`src/rtl/fifo_wptr_full.sv`:
```
// Write-side pointer/full stage: binary write pointer, registered Gray export, 2-flop rd-ptr sync, full/overflow flags.
// Latency: waddr/wptr_gray/full update on the accepting edge; a read-pointer advance reaches full after 3 edges.
// Backpressure: wr_accept = wr_en & ~full; writes while full are dropped and latch the sticky overflow flag.
//
// Ports: clk/rst (async active-high), wr_en, rptr_gray_async (unsynchronised Gray read pointer) in;
//        waddr, wr_accept, wptr_gray, full, overflow out; almost_full only with FIFO_ALMOST_FULL_EN.
// Optional feature macro: FIFO_ALMOST_FULL_EN (adds Gray-to-binary of the synced read pointer and almost_full).
module fifo_wptr_full #(
  parameter int ADDR_SIZE = 4,
  parameter int AF_MARGIN = 2
) (
  input  logic                 clk,
  input  logic                 rst,
  input  logic                 wr_en,
  input  logic [ADDR_SIZE:0]   rptr_gray_async,
  output logic [ADDR_SIZE-1:0] waddr,
  output logic                 wr_accept,
  output logic [ADDR_SIZE:0]   wptr_gray,
  output logic                 full,
  output logic                 overflow
`ifdef FIFO_ALMOST_FULL_EN
  ,
  output logic                 almost_full
`endif
);

  // The full compare slices rq2 below bit ADDR_SIZE-1, so at least 2 address bits are needed.
  if (ADDR_SIZE < 2 || AF_MARGIN < 0 || AF_MARGIN > (1 << ADDR_SIZE)) begin : g_bad_params
    $error("fifo_wptr_full: ADDR_SIZE must be >= 2 and AF_MARGIN within 0..2**ADDR_SIZE");
  end

  logic [ADDR_SIZE:0] wbin_q, wbin_d;
  logic [ADDR_SIZE:0] wgray_q, wgray_d;
  logic [ADDR_SIZE:0] rq1_q, rq1_d;
  logic [ADDR_SIZE:0] rq2_q, rq2_d;
  logic               full_q, full_d;
  logic               overflow_q, overflow_d;

`ifdef FIFO_ALMOST_FULL_EN
  localparam logic [ADDR_SIZE:0] AF_THRESH = (ADDR_SIZE+1)'((1 << ADDR_SIZE) - AF_MARGIN);
  logic [ADDR_SIZE:0] rbin_s;
  logic [ADDR_SIZE:0] count_s;
  logic               af_q, af_d;
`endif

  assign wr_accept = wr_en & ~full_q;
  assign waddr     = wbin_q[ADDR_SIZE-1:0];
  assign wptr_gray = wgray_q;
  assign full      = full_q;
  assign overflow  = overflow_q;

  always_comb begin
    wbin_d     = wbin_q + {{ADDR_SIZE{1'b0}}, wr_accept};
    wgray_d    = wbin_d ^ (wbin_d >> 1);
    rq1_d      = rptr_gray_async;
    rq2_d      = rq1_q;
    // Full when the write pointer is one lap ahead of the synced read pointer:
    // in Gray code that is the top two bits inverted, the rest equal.
    full_d     = (wgray_d == {~rq2_q[ADDR_SIZE:ADDR_SIZE-1], rq2_q[ADDR_SIZE-2:0]});
    overflow_d = overflow_q | (wr_en & full_q);
  end

`ifdef FIFO_ALMOST_FULL_EN
  always_comb begin
    rbin_s            = '0;
    rbin_s[ADDR_SIZE] = rq2_q[ADDR_SIZE];
    for (int i = ADDR_SIZE - 1; i >= 0; i--) begin
      rbin_s[i] = rbin_s[i+1] ^ rq2_q[i];
    end
    count_s = wbin_d - rbin_s;
    af_d    = (count_s >= AF_THRESH);
  end

  assign almost_full = af_q;

  always_ff @(posedge clk or posedge rst) begin
    if (rst) af_q <= 1'b0;
    else     af_q <= af_d;
  end
`endif

  always_ff @(posedge clk or posedge rst) begin
    if (rst) begin
      wbin_q     <= '0;
      wgray_q    <= '0;
      rq1_q      <= '0;
      rq2_q      <= '0;
      full_q     <= 1'b0;
      overflow_q <= 1'b0;
    end else begin
      wbin_q     <= wbin_d;
      wgray_q    <= wgray_d;
      rq1_q      <= rq1_d;
      rq2_q      <= rq2_d;
      full_q     <= full_d;
      overflow_q <= overflow_d;
    end
  end

endmodule

```
`config.mk`:
```
export PLATFORM = sky130hd
export DESIGN_NAME = fifo_wptr_full
export DESIGN_NICKNAME = d
export VERILOG_FILES = /design/src/rtl/fifo_wptr_full.sv
export SDC_FILE = /design/constraint.sdc
export NUM_CORES = 1
export LEC_CHECK = 0
export BUFFER_PORTS_ARGS = -buffer_cell sky130_fd_sc_hd__buf_2
export CORE_MARGIN = 3
export CORE_UTILIZATION = 49
export CTS_CLUSTER_DIAMETER = 120
export DETAILED_ROUTE_END_ITERATION = 7
export HOLD_SLACK_MARGIN = 0.02
export PLACE_DENSITY_LB_ADDON = 0.15
export RECOVER_POWER = 100
export SLEW_MARGIN = 30
export SYNTH_ARGS = -nofsm -noshare
export SYNTH_HDL_FRONTEND = slang
export SYNTH_SLANG_ARGS = --single-unit
```
`constraint.sdc`:
```
create_clock -name clk -period 2.4 [get_ports clk]
set_input_delay 0.36 -clock clk [delete_from_list [all_inputs] [get_ports clk]]
set_output_delay 0.36 -clock clk [all_outputs]
set_load 0.01 [all_outputs]
```
[After elaboration in Yosys (flattened, before gate mapping)]
Index checks and enable logic that the tools add are counted.
Cells by class
  bitwise logic cells: 6
  $add $sub $neg: 1
  equality and inequality tests: 1
Operators by type and width (count)
  5-bit by 1-bit adder with 5-bit output: 1
  5-bit == test: 1
  5-bit by 4-bit XOR with 5-bit output: 1
  1-bit AND: 2
  2-bit inverter: 1
  1-bit inverter: 1
  1-bit OR: 1
Word-level totals
  register bits after elaboration: 22
  output and inout port bits: 12
  logic and storage cells: 14
  input port bits: 8

[Longest topological paths before layout]
  depth in word-level cells: 5
  mapped depth: 7
  depth with buffers taken out: 7

[Least setup slack after synthesis]
No wires, ideal clock.
  path type: flip-flop to flip-flop
  start: register full_q (netlist: full)
  end: register full_q (netlist: full)
  cell stages (with the launch flop): 8
  path slack: 0.372 ns
  period minus slack after synthesis: 2.028 ns
  arrival time: 1.927 ns
  setup time: 0.101 ns
  path buffers: 0
  required time: 2.299 ns
  cell sequence: dfrtp_1 -> nor2b_1 -> ha_1 -> ha_1 -> xor2_1 -> xnor2_1 -> mux2i_1 -> nor4_1
Between the ends
  cells in the longest elaborated chain, start to end: 5
Ends and longest elaborated chain
  start, declared: RTL line 36  | logic full_q, full_d;
  start signal, assigned: RTL line 95  | full_q <= full_d;
  1-bit inverter: RTL line 46  | assign wr_accept = wr_en & ~full_q;
  1-bit AND: RTL line 46
  via wr_accept: RTL line 17  | output logic wr_accept,
  5-bit by 1-bit adder with 5-bit output: RTL line 53  | wbin_d = wbin_q + {{ADDR_SIZE{1'b0}}, wr_accept};
  via wbin_d[2]: RTL line 32  | logic [ADDR_SIZE:0] wbin_q, wbin_d;
  5-bit by 4-bit XOR with 5-bit output: RTL line 54  | wgray_d = wbin_d ^ (wbin_d >> 1);
  5-bit == test: RTL line 59  | full_d = (wgray_d == {~rq2_q[ADDR_SIZE:ADDR_SIZE-1], rq2_q[ADDR_SIZE-2:0]});
  via full_d: RTL line 36
The timed path passes the listed nets, and every way through them passes these cells.

[Worst setup path after layout]
  start: register full_q (netlist: full)
  end: register full_q (netlist: full)
Between the ends
  cells in the longest elaborated chain, start to end: 5
Ends and longest elaborated chain (RTL line)
  1-bit inverter: 46
  1-bit AND: 46
  5-bit by 1-bit adder with 5-bit output: 53
  via wbin_d[2]: 32
  5-bit by 4-bit XOR with 5-bit output: 54
  5-bit == test: 59
  via full_d: 36
The timed path passes the listed nets, and every way through them passes these cells.

==> results.yml <==
grt:
  grt_first_pass_wirelength_um: 1740
  largest_net_degree_at_the_start_of_global_routing: 22
  grt_overflow: 0
  antenna_violations_before_repair: 0
  globalRouteTotalUtil_pct: 11.4
  first_global_vias: 418
cts:
  clkTransAtPathRegs_ns: 0.10
  tritoncts: "done"
  cts_hold_buf: 0
  clock_tree.htree_level_count: 1
  clockRootBuffer: "sky130_fd_sc_hd__clkbuf_4"
  clock_tree.buffer_depth: 2
  cts_num_sinks: 21
  tritoncts.num_buffers: 3
  insertion_delay_ns: 0.28
  cts-resized-gates: 0
  cts.repair_timing.setup_buffer_count: 0
floorplan:
  die_height_um: 45.6
  row_count: 13
  placeableCoreArea_um2: 1380
  fp.dieW_um: 45.6
  dieArea_um2: 2080
  ios: 20
  starting_utilization_of_the_core_area_pct: 55.6
route:
  dr_total_vias: 436
  routedWlPerCell_um: 11.2
  drcViolationCount: 0
  wirelength_um: 985
  post_drt_via_cell_ratio: 4.95
  detailedRoute.firstPassIterationCount: 2
  drt_first_iter_violations: 2
  drtAntennaViolNets: 0
cells_and_area:
  diodes: 0
  final_layout_size_suffix_gt1_share_pct: 16.4
  growth_of_design_area_from_synthesis_to_finish_pct: 15.3
  design.final.nets: 84
power_and_ir_drop:
  sw_frac_of_total_pct: 36.7
  power_frac_seq_pct: 44.8
  clock_power_share_pct: 13.0
  pwr-share-comb_pct: 42.2
  leak_pwr_nw: 0.404
  powerDensity_nw_per_um2: 1360
  power.ir.vdd_worst_v: 0.000660
  switchingPower_w: 0.000441
  internal_power_w: 0.000761
synthesis:
  postSynthNetCount: 60
  postSynthRegisterBits: 21
  synth_edf_count: 0
  count_of_mapped_cells_out_of_synthesis: 50
  netlist.area_leader.share_pct: 68.4
  netlist_top_cells_area: "sky130_fd_sc_hd__dfrtp_1 68%, sky130_fd_sc_hd__xnor2_1 8.0%, sky130_fd_sc_hd__xor2_1 6.8%"
  synth-warning-count: 0
  synth_most_common_cell: "sky130_fd_sc_hd__dfrtp_1"
  seq_area_frac_synth_pct: 68.4
  yosysUniqueCellTypes: 18
  synth_async_sr_flop_share_pct: 100
  syn-mean-instance-area_um2: 15.4
  synth_area_um2: 768
  ys_dominant_reg_cell: "sky130_fd_sc_hd__dfrtp_1"
  list_of_most_frequent_post_synthesis_cells: "21 x sky130_fd_sc_hd__dfrtp_1, 7 x sky130_fd_sc_hd__xnor2_1, 6 x sky130_fd_sc_hd__xor2_1"
  synth_area_leader_cell: "sky130_fd_sc_hd__dfrtp_1"
sta:
  fin_hold_ws_ns: 0.174
  relSlewSlack_pct: 50.6
  setup_total_negative_slack_ns: 0
  rsz0062_at_grt: "false"
  timing.final.max_slew_violations: 0
  min_period_over_period_pct: 86.0
  number_of_failing_hold_endpoints_at_the_final_stage: 0
  setup_viol_count_final: 0
  finalWorstSetupSlack_ns: 0.337
  fmax_mhz: 485
  tightest_slew_ns: 0.740
  finalWorstPathRequiredPeriod_ns: 2.06
  final_clock_skew_ns: 0.00213
run_status:
  run_status: "complete, no violations"
worst_hold_path:
  hp-class: "primary input to register"
placed_design:
  io_buffers: 19
  place_hpwl_um: 753
  dpl_worst_slack_ns: 0.282
  gp_congestion: 0.779
critical_path:
  path_max_fanout: 5
  startpoint_type: "register"
  worst_ep_arrival_time_ns: 2.26
  timing_worst_setup_path_type: "register to register"
  cp-end-kind: "register"
  reg2reg_setup_slack_ns: 0.34
  required_time_of_the_critical_path_ns: 2.60
job:
  maxCapViolCount: 0
## layer usage
| metal | part of all wire [%] | vias to the layer above | track usage, % | wire length (um) |
|---|---|---|---|---|
| met2 | 44 | 18 | 19.8 | 434 |
| met5 | 0 | - | 0 | 0 |
| met3 | 11 | 0 | 2.37 | 110 |
| li1 | - | 213 | - | - |
| met1 | 45 | 205 | 14.1 | 440 |
| met4 | 0 | 0 | 3.51 | 0 |
## registers in the layout, indices dropped and copies added, names as in the netlist
register / cells
rq1_q: 5
rq2_q: 5
wbin_q: 5
wptr_gray: 4
full: 1
overflow: 1
## power by group through the flow
stage               logic, W  registers, W  clock network [W]
finish              0.000507      0.000539           0.000156
global route        0.000571      0.000562           0.000181
CTS                 0.000550      0.000539           0.000165
detailed placement  0.000546      0.000548                  0
global placement    0.000542      0.000546                  0
floorplan           0.000346      0.000591                  0
## critical path: stages, from the launching register on
cell and delay (ns):
sky130_fd_sc_hd__dfrtp_1 0.41, sky130_fd_sc_hd__nor2b_1 0.15, sky130_fd_sc_hd__ha_1 0.27, sky130_fd_sc_hd__ha_1 0.30, sky130_fd_sc_hd__xor2_1 0.31, sky130_fd_sc_hd__xnor2_1 0.18, sky130_fd_sc_hd__mux2i_1 0.10, sky130_fd_sc_hd__nor4_1 0.26
## cell families (layout without fill, tap and decap cells)
kind of cell	Yosys count	in the layout	synth area share [%]
buffers and inverters	1	24	0.488
adders and majority gates	2	2	3.26
and+or+nand+nor	7	7	5.38
AOI/OAI and AO/OA	4	4	4.24
DFF	21	21	68.4
muxes	1	1	1.30
xor gates and xnor gates	14	14	16.9
## final timing paths
| kind | startpoint | end | depth (start not counted) |
|---|---|---|---|
| setup / recovery | full$_DFF_PP0_ | full$_DFF_PP0_ | 7 |
| hold / removal | rptr_gray_async[4] | rq1_q[4]$_DFF_PP0_ | 1 |
| setup reg to reg | full$_DFF_PP0_ | full$_DFF_PP0_ | 7 |
| hold reg to reg | rq1_q[3]$_DFF_PP0_ | rq2_q[3]$_DFF_PP0_ | 0 |
| max in group asynchronous | rst | overflow$_DFF_PP0_ | 2 |
| min in group asynchronous | rst | rq2_q[2]$_DFF_PP0_ | 2 |
## metrics by stage
step | std cells | power, W | instance area (um^2) | util, %
floorplan | 50 | 0.000936 | 768 | -
global placement | 84 | 0.00109 | 882 | 63.8
detailed placement | 84 | 0.00109 | 882 | 63.8
CTS | 88 | 0.00125 | 908 | 65.7
global route | 88 | 0.00131 | 886 | 64.1
finish | 88 | 0.00120 | 886 | 64.1
## cell type report
cell class              count  area (um^2)
inverters                   1         3.75
clock buffers               4         26.3
repair buffers             19         80.1
well taps                  15         18.8
fillers                   108          497
flip-flops and latches     21          526
multi-input cells          28          231
## cell usage in the layout, fill, tap and decap left out
| cell | instances |
|---|---|
| sky130_fd_sc_hd__o22ai_1 | 1 |
| sky130_fd_sc_hd__nand4_1 | 1 |
| sky130_fd_sc_hd__a21boi_2 | 1 |
| sky130_fd_sc_hd__inv_1 | 1 |
| sky130_fd_sc_hd__a21boi_0 | 1 |
| sky130_fd_sc_hd__clkbuf_1 | 13 |
| sky130_fd_sc_hd__a21o_1 | 1 |
| sky130_fd_sc_hd__xor2_1 | 6 |
| sky130_fd_sc_hd__clkbuf_4 | 3 |
| sky130_fd_sc_hd__xnor2_1 | 8 |
| sky130_fd_sc_hd__nor2_1 | 1 |
| sky130_fd_sc_hd__and2_1 | 1 |
| sky130_fd_sc_hd__dfrtp_1 | 21 |
| sky130_fd_sc_hd__buf_2 | 7 |
| sky130_fd_sc_hd__nor2b_1 | 1 |
| sky130_fd_sc_hd__nand3_1 | 1 |
| sky130_fd_sc_hd__and3_2 | 1 |
| sky130_fd_sc_hd__mux2i_1 | 1 |
| sky130_fd_sc_hd__ha_1 | 2 |
| sky130_fd_sc_hd__nor4_1 | 1 |
No activity file was read; power rests on OpenSTA's default activity.
